## src/rtl/disp_pkg.sv

```systemverilog
// Shared types and constants for the display source sequencer.
// Covers the select-source tags, default geometry and the well-known channel indices.
package disp_pkg;

  typedef enum logic [1:0] {
    SRC_NONE = 2'd0,
    SRC_LOAD = 2'd1,
    SRC_STEP = 2'd2,
    SRC_AUTO = 2'd3
  } sel_src_e;

  localparam int DEF_NUM_CH = 13;
  localparam int DEF_DATA_W = 16;
  localparam int DEF_DP_W   = 4;

  localparam int CH_PWM_SCALED  = 4;
  localparam int CH_R2R_SCALED  = 7;
  localparam int CH_XADC_SCALED = 10;
  localparam int CH_SAR         = 11;

  // Counter width for a modulus, never narrower than one bit.
  function automatic int cnt_width(input int modulus);
    if (modulus > 1) begin
      return $clog2(modulus);
    end else begin
      return 1;
    end
  endfunction

endpackage

```

## src/rtl/dwell_timer.sv

```systemverilog
// Auto-scan dwell counter: counts 0..DWELL_CYCLES-1 while enabled and flags the last count.
// Clear wins over counting so any manual select event restarts the dwell window.
module dwell_timer
  import disp_pkg::*;
#(
  parameter int DWELL_CYCLES = 100_000_000,
  parameter int CNT_W        = cnt_width(DWELL_CYCLES)
) (
  input  logic i_clk,
  input  logic i_reset,
  input  logic i_clr,
  input  logic i_en,
  output logic o_tc
);

  localparam logic [CNT_W-1:0] LP_LAST = CNT_W'(DWELL_CYCLES - 1);
  localparam logic [CNT_W-1:0] LP_ONE  = CNT_W'(1);
  localparam logic [CNT_W-1:0] LP_ZERO = {CNT_W{1'b0}};

  logic [CNT_W-1:0] r_count;
  logic             w_tc;

  assign w_tc = i_en && (r_count == LP_LAST);
  assign o_tc = w_tc;

  // Dwell count register; wraps to zero on the terminal count.
  always_ff @(posedge i_clk) begin
    if (i_reset || i_clr) begin
      r_count <= LP_ZERO;
    end else if (w_tc) begin
      r_count <= LP_ZERO;
    end else if (i_en) begin
      r_count <= r_count + LP_ONE;
    end else begin
      r_count <= r_count;
    end
  end

endmodule

```

## src/rtl/display_source_sequencer.sv

```systemverilog
// Registered channel selector for the display driver: load/step/auto-scan select,
// per-channel decimal-point mask, sample-and-hold output with freeze.
module display_source_sequencer
  import disp_pkg::*;
#(
  parameter int NUM_CH       = DEF_NUM_CH,
  parameter int DATA_W       = DEF_DATA_W,
  parameter int DP_W         = DEF_DP_W,
  parameter int DWELL_CYCLES = 100_000_000,
  parameter int SEL_W        = $clog2(NUM_CH)
) (
  input  logic                     i_clk,
  input  logic                     i_reset,
  input  logic                     i_mode_auto,
  input  logic                     i_step_up,
  input  logic                     i_step_dn,
  input  logic                     i_sel_load,
  input  logic [SEL_W-1:0]         i_sel_direct,
  input  logic                     i_freeze,
  input  logic [NUM_CH*DATA_W-1:0] i_ch_data,
  input  logic [NUM_CH-1:0]        i_ch_valid,
  input  logic [NUM_CH*DP_W-1:0]   i_dp_mask,
  output logic [DATA_W-1:0]        o_out,
  output logic [DP_W-1:0]          o_decimal_pt,
  output logic [SEL_W-1:0]         o_cur_sel,
  output logic                     o_out_valid,
  output logic                     o_sel_changed,
  output logic                     o_sel_err
);

  localparam logic [SEL_W-1:0] LP_SEL_ZERO = {SEL_W{1'b0}};
  localparam logic [SEL_W-1:0] LP_SEL_ONE  = SEL_W'(1);
  localparam logic [SEL_W-1:0] LP_SEL_LAST = SEL_W'(NUM_CH - 1);
  localparam logic [SEL_W:0]   LP_NUM_CH_X = (SEL_W + 1)'(NUM_CH);

  logic [SEL_W-1:0]  r_cur_sel;
  logic              r_sel_changed;
  logic              r_sel_err;
  logic              r_freeze_d;
  logic              r_out_valid;
  logic [DATA_W-1:0] r_out;
  logic [DP_W-1:0]   r_decimal_pt;

  sel_src_e          w_src;
  logic              w_tc;
  logic              w_manual;
  logic              w_load_ok;
  logic [SEL_W-1:0]  w_sel_inc;
  logic [SEL_W-1:0]  w_sel_dec;
  logic [SEL_W-1:0]  w_next_sel;
  logic [DATA_W-1:0] w_data;
  logic [DP_W-1:0]   w_dp;
  logic              w_valid;
  logic              w_recapture;

  assign w_manual  = i_sel_load | (i_step_up ^ i_step_dn);
  assign w_load_ok = ({1'b0, i_sel_direct} < LP_NUM_CH_X);
  assign w_sel_inc = (r_cur_sel == LP_SEL_LAST) ? LP_SEL_ZERO : (r_cur_sel + LP_SEL_ONE);
  assign w_sel_dec = (r_cur_sel == LP_SEL_ZERO) ? LP_SEL_LAST : (r_cur_sel - LP_SEL_ONE);

  // Dwell is held at zero in manual mode, so entering auto always starts a fresh window.
  dwell_timer #(
    .DWELL_CYCLES (DWELL_CYCLES)
  ) u_dwell (
    .i_clk   (i_clk),
    .i_reset (i_reset),
    .i_clr   (w_manual | ~i_mode_auto),
    .i_en    (i_mode_auto),
    .o_tc    (w_tc)
  );

  // Select-source arbitration: load, then a lone step, then the auto terminal count.
  always_comb begin
    w_src = SRC_NONE;
    if (i_sel_load) begin
      w_src = SRC_LOAD;
    end else if (i_step_up ^ i_step_dn) begin
      w_src = SRC_STEP;
    end else if (w_tc) begin
      w_src = SRC_AUTO;
    end else begin
      w_src = SRC_NONE;
    end
  end

  // Next channel index for the winning source.
  always_comb begin
    w_next_sel = r_cur_sel;
    case (w_src)
      SRC_LOAD: w_next_sel = w_load_ok ? i_sel_direct : r_cur_sel;
      SRC_STEP: w_next_sel = i_step_up ? w_sel_inc : w_sel_dec;
      SRC_AUTO: w_next_sel = w_sel_inc;
      default:  w_next_sel = r_cur_sel;
    endcase
  end

  // One-hot AND-OR mux of the active channel's data, mask and strobe.
  always_comb begin
    w_data  = {DATA_W{1'b0}};
    w_dp    = {DP_W{1'b0}};
    w_valid = 1'b0;
    for (int k = 0; k < NUM_CH; k++) begin
      w_data  = w_data  | (i_ch_data[k*DATA_W +: DATA_W] & {DATA_W{r_cur_sel == SEL_W'(k)}});
      w_dp    = w_dp    | (i_dp_mask[k*DP_W +: DP_W]     & {DP_W{r_cur_sel == SEL_W'(k)}});
      w_valid = w_valid | (i_ch_valid[k] & (r_cur_sel == SEL_W'(k)));
    end
  end

  // A fresh selection or a freeze release forces a capture regardless of the strobe.
  assign w_recapture = r_sel_changed | r_freeze_d;

  // Selection state and capture registers.
  always_ff @(posedge i_clk) begin
    if (i_reset) begin
      r_cur_sel     <= LP_SEL_ZERO;
      r_sel_changed <= 1'b0;
      r_sel_err     <= 1'b0;
      r_freeze_d    <= 1'b0;
      r_out_valid   <= 1'b0;
      r_out         <= {DATA_W{1'b0}};
      r_decimal_pt  <= {DP_W{1'b0}};
    end else begin
      r_cur_sel     <= w_next_sel;
      r_sel_changed <= (w_next_sel != r_cur_sel);
      r_sel_err     <= i_sel_load & ~w_load_ok;
      r_freeze_d    <= i_freeze;
      if (!i_freeze) begin
        r_decimal_pt <= w_dp;
        if (w_recapture || w_valid) begin
          r_out       <= w_data;
          r_out_valid <= 1'b1;
        end
      end
    end
  end

  assign o_out         = r_out;
  assign o_decimal_pt  = r_decimal_pt;
  assign o_cur_sel     = r_cur_sel;
  assign o_out_valid   = r_out_valid;
  assign o_sel_changed = r_sel_changed;
  assign o_sel_err     = r_sel_err;

endmodule

```

## config.mk

```make
export PLATFORM = sky130hd
export DESIGN_NAME = display_source_sequencer
export DESIGN_NICKNAME = d
export VERILOG_FILES = /design/src/rtl/disp_pkg.sv /design/src/rtl/dwell_timer.sv /design/src/rtl/display_source_sequencer.sv
export SDC_FILE = /design/constraint.sdc
export NUM_CORES = 1
export LEC_CHECK = 0
export ABC_AREA = 1
export CORE_AREA = 2 2 122 124
export DETAILED_ROUTE_END_ITERATION = 8
export DIE_AREA = 0 0 124 126
export GPL_TIMING_DRIVEN = 1
export MAX_ROUTING_LAYER = met4
export PLACE_DENSITY = 0.81
export SYNTH_ARGS = -nofsm -noshare
export SYNTH_HDL_FRONTEND = slang
export SYNTH_SLANG_ARGS = --single-unit
```

## constraint.sdc

```tcl
create_clock -name i_clk -period 2.7 [get_ports i_clk]
set_input_delay 0.54 -clock i_clk [delete_from_list [all_inputs] [get_ports i_clk]]
set_output_delay 0.54 -clock i_clk [all_outputs]
set_load 0.03 [all_outputs]
```

==> impl_summary.log <==
[metrics] Post-synth EDFFs: 0
[metrics] initial core utilization: 32.4%
[metrics] first-pass GRT wire length: 35700 um
[metrics] max capacitance violation total: 0
[metrics] Via-to-Cell Ratio: 5.24
[metrics] total power divided by cell area: 342 mW/mm^2
[metrics] CP arrival: 2700 ps
[metrics] worst hold path class: reg2reg
[metrics] Root Buffer Master: sky130_fd_sc_hd__clkbuf_16
[metrics] share of flip-flops with an asynchronous set or reset: 0%
[metrics] Finished Layout Cells: 1281
[metrics] worst setup skew after layout: 5.25 ps
[metrics] maximum root-to-sink buffer count: 2
[metrics] count of final max-slew check failures: 0
[metrics] most area-consuming cells after synthesis: sky130_fd_sc_hd__dfxtp_1 24%, sky130_fd_sc_hd__nand2_1 24%, sky130_fd_sc_hd__nand3_1 8.3%, sky130_fd_sc_hd__nor2_1 5.7%, sky130_fd_sc_hd__a21oi_1 4.0%
[metrics] WP data required: between 2000 and 3000 ps
[metrics] Static Leak: 3.39 nW
[metrics] residual overflow from global routing: 0
[metrics] Pint: 1.86 mW
[metrics] post-synthesis area per instance: 5.93 sq um
[metrics] fraction of power spent switching nets: approximately 34%
[metrics] cell-by-cell listing of the critical path: inv_1 -> ha_1 -> nand3_1 -> inv_1 -> buf_4 -> a211oi_1 -> nand4_1 -> nand2_1 -> inv_2 -> o211a_1
[metrics] leading cell type in the layout, fill and taps excluded: sky130_fd_sc_hd__clkdlybuf4s50_1
[metrics] routed vias: 6712
[metrics] drt wl/cell: ~20 um
[metrics] Worst-Margin Slew: approximately 600 ps
[metrics] number of buffers inserted by post-CTS setup repair: 0
[metrics] Most Crowded Layer GR: met2
[metrics] Port Buf Inserts: 310
[metrics] clock latency at the later pin of the worst-skew pair: 290 ps
[metrics] routed wire length: 25200 um
[metrics] core footprint: 0.0143 sq mm
[metrics] die span in x: 124 um
[metrics] Tmin final: 2510 ps
[metrics] worst relative slew slack: 58.8%
[metrics] pin count of the biggest net entering global routing: 31
[metrics] Max IR drop VDD: approximately 240 uV
[metrics] met2 track demand over resource in global routing: 48.3%
[metrics] top-level port count: 311
[metrics] most repeated library cell on the critical path: sky130_fd_sc_hd__inv_1
[metrics] detailed-routing iteration count for the pre-antenna-repair pass: 7
[metrics] syn_nets: 1072
[metrics] share of cells above drive strength 1: 7.86%
[metrics] origin of the worst setup path: o_cur_sel[0]$_SDFF_PP0_
[metrics] y dimension of the die: 126 um
[metrics] combinational group share of total power: 44.7%
[metrics] initial antenna violation count: 3
[metrics] overall fraction of global-route tracks in use: 31.5%
[metrics] status: finished, final reports clean
[metrics] dpl cells: 1270
[metrics] critical path launch point type: flop
[metrics] Final Wtd Congestion: about 0.96
[metrics] nets@finish: 1383
[metrics] via count of the first global-routing pass: ~6400
[metrics] cts hold-fix bufs: 0
[metrics] sequential area share after synthesis: a little under a quarter
[metrics] Cells on Worst Hold Path: 1
[metrics] sequential power share: ~33%
[metrics] synthesis-to-layout area growth: 77.0%
[metrics] Num CTS Buffers: 5
[metrics] total number of placement rows: 44
[metrics] total area of multi-input combinational cells: about 0.0032 sq mm
[metrics] Clk pin slew, worst setup/hold paths: 70 ps
[metrics] post-synthesis cell type count: 45
[metrics] number of cells on the worst reg-to-reg path: 10
[metrics] area taken by flip-flops and latches: approximately 0.0011 sq mm
[metrics] cell type with the largest total area after synthesis: sky130_fd_sc_hd__dfxtp_1
[metrics] drt drc: 0
[metrics] Largest stage delay, worst path: 460 ps
[metrics] setup repair after global routing missed its margin: false
[metrics] start of the worst register-to-register path: o_cur_sel[0]$_SDFF_PP0_
[metrics] clk sinks: 55
[metrics] post-route clock period utilization: 93.0%
[metrics] fill count: 1400
[metrics] hold path startpoint: u_dwell.r_count[0]$_SDFFE_PP0P_
[metrics] die outline area: 0.0156 sq mm
[metrics] HPWL Detailed: 20500 um
[metrics] final sum of negative setup slack: 0 ps
[metrics] Iteration-0 DRC Markers: about 510
[metrics] CP Capture Type: flop
[metrics] Yosys Warn Count: 0
[metrics] critical path fanouts, max: 30
[metrics] number of synthesized register bits: between 50 and 60
[metrics] register-to-register setup slack: 190 ps
[metrics] capturing point of the worst reg2reg path: o_out[4]$_SDFFE_PP0P_
[metrics] number of resized instances in the post-cts repair step: 0
[metrics] Crit Path Class: reg2reg
[metrics] endpoints failing setup: 0
[metrics] prevailing post-synth register cell: sky130_fd_sc_hd__dfxtp_1
[metrics] switching power: 0.951 mW
[metrics] endpoint of the worst hold-timing path: u_dwell.r_count[0]$_SDFFE_PP0P_
[metrics] f_max: between 300 and 400 MHz
[metrics] clock tree from TritonCTS: built
[metrics] cell type group with the largest total delay on the critical path: buffers and inverters
[metrics] met3 track utilization from global routing: 8.56%
[metrics] area share of the largest cell type after synthesis: a little under a quarter
[metrics] antenna violation net count after detailed routing: 0
[metrics] buffers plus inverters on the worst setup path: 4
[metrics] met1 demand-to-capacity share in global routing: between 30% and 40%
[metrics] synthesized instance count: slightly below 800
[metrics] post-synth design cell area: ~0.0046 sq mm
[metrics] highest-delay cell along the critical path: sky130_fd_sc_hd__dfxtp_1
[metrics] final hold vios: 0
[metrics] H-tree depth reported by CTS: 2
[metrics] most frequent cells in the layout: 310 x sky130_fd_sc_hd__clkdlybuf4s50_1, 293 x sky130_fd_sc_hd__nand2_1, 77 x sky130_fd_sc_hd__nand3_1, 62 x sky130_fd_sc_hd__nor2_1, 55 x sky130_fd_sc_hd__dfxtp_1
[metrics] clock group share of total power: 22.8%
## cell usage after synthesis (2+ instances only)
cell type,instances
sky130_fd_sc_hd__nor3_4,2
sky130_fd_sc_hd__buf_6,2
sky130_fd_sc_hd__inv_1,38
sky130_fd_sc_hd__a41oi_1,3
sky130_fd_sc_hd__o21ai_0,16
sky130_fd_sc_hd__buf_4,4
sky130_fd_sc_hd__xnor2_1,2
sky130_fd_sc_hd__o211a_1,2
sky130_fd_sc_hd__xor2_1,12
sky130_fd_sc_hd__a21oi_1,37
sky130_fd_sc_hd__nor2_1,70
sky130_fd_sc_hd__o21a_1,2
sky130_fd_sc_hd__clkbuf_1,24
sky130_fd_sc_hd__o211ai_1,2
sky130_fd_sc_hd__nand3b_1,2
sky130_fd_sc_hd__inv_2,11
sky130_fd_sc_hd__nor2_2,5
sky130_fd_sc_hd__nor2_8,2
sky130_fd_sc_hd__buf_2,7
sky130_fd_sc_hd__nand4_1,25
sky130_fd_sc_hd__nand2_2,2
sky130_fd_sc_hd__a21oi_2,2
sky130_fd_sc_hd__dfxtp_1,55
sky130_fd_sc_hd__nand2_4,5
sky130_fd_sc_hd__nand2_1,293
sky130_fd_sc_hd__nor4_1,9
sky130_fd_sc_hd__o21ai_1,13
sky130_fd_sc_hd__ha_1,6
sky130_fd_sc_hd__nor3_1,16
sky130_fd_sc_hd__nand3_1,77
sky130_fd_sc_hd__nand3_2,2
sky130_fd_sc_hd__a211oi_1,6
sky130_fd_sc_hd__a221oi_1,5
sky130_fd_sc_hd__a22oi_1,2
sky130_fd_sc_hd__a22o_1,11
## metrics by stage
stage	setup slack [ps]	util [%]	total power, mW	hold slack [ps]	instance area (sq um)
2_1_floorplan	501	-	1.41	418	4640
3_5_place_dp	170	56.3	2.16	443	8060
5_1_grt	5.54	57.3	2.93	504	8210
3_3_place_gp	190	56.3	2.16	430	8060
6_report	189	57.3	2.81	453	8210
4_1_cts	176	57.2	2.80	454	8190
## registers in the layout, summed over array words and instances (netlist names)
| register | count |
|---|---|
| o_cur_sel | 4 |
| o_decimal_pt | 4 |
| o_out | 16 |
| o_out_valid | 1 |
| o_sel_changed | 1 |
| o_sel_err | 1 |
| r_freeze_d | 1 |
| u_dwell.r_count | 27 |
## power groups by stage
stage               logic [mW]  clock network [mW]  registers, mW
floorplan                0.405                   0           1.01
finish                    1.25               0.639          0.914
global placement          1.23                   0          0.931
global route              1.34               0.669          0.920
CTS                       1.24               0.642          0.913
detailed placement        1.24                   0          0.928
## worst max-delay path by stage
stage                                                  end  slack, ps  depth (start not counted)
after global placement    u_dwell.r_count[23]$_SDFFE_PP0P_        190                         11
final                                o_out[4]$_SDFFE_PP0P_        190                         10
after detailed placement  u_dwell.r_count[23]$_SDFFE_PP0P_        170                         11
after global routing                 o_out[0]$_SDFFE_PP0P_          6                         11
after floorplan                     o_out[10]$_SDFFE_PP0P_        500                         11
after CTS                            o_out[3]$_SDFFE_PP0P_        180                         12
## metal layers
layer / vias up / share of wire, %
met5: - / 0
met4: 0 / 3.1
li1: 3226 / -
met3: 58 / 11
met2: 373 / 44
met1: 3055 / 41
## cells by family after synthesis
family,Yosys count,synth area share [%]
fa+ha+maj,6,1.62
simple gates,514,49.3
flops,55,23.8
compound gates,105,14.4
xor+xnor,14,2.65
buf+inv,88,8.29
## final cells by class
| type | count | share of cell area, % |
|---|---|---|
| well taps | 184 | 2.81 |
| clock inverters | 1 | 0.0610 |
| diodes | 3 | 0.0915 |
| flip-flops and latches | 55 | 13.4 |
| multi-input cells | 639 | 38.8 |
| inverters | 50 | 2.35 |
| repair buffers | 342 | 40.9 |
| clock buffers | 7 | 1.62 |
## worst reg2reg max path, stage by stage, from the launching register on
cell and delay [ps]:
sky130_fd_sc_hd__dfxtp_1 460, sky130_fd_sc_hd__inv_1 120, sky130_fd_sc_hd__ha_1 270, sky130_fd_sc_hd__nand3_1 160, sky130_fd_sc_hd__inv_1 90, sky130_fd_sc_hd__buf_4 200, sky130_fd_sc_hd__a211oi_1 260, sky130_fd_sc_hd__nand4_1 150
sky130_fd_sc_hd__nand2_1 180, sky130_fd_sc_hd__inv_2 220, sky130_fd_sc_hd__o211a_1 280
No activity file was read; power rests on OpenSTA's default activity.
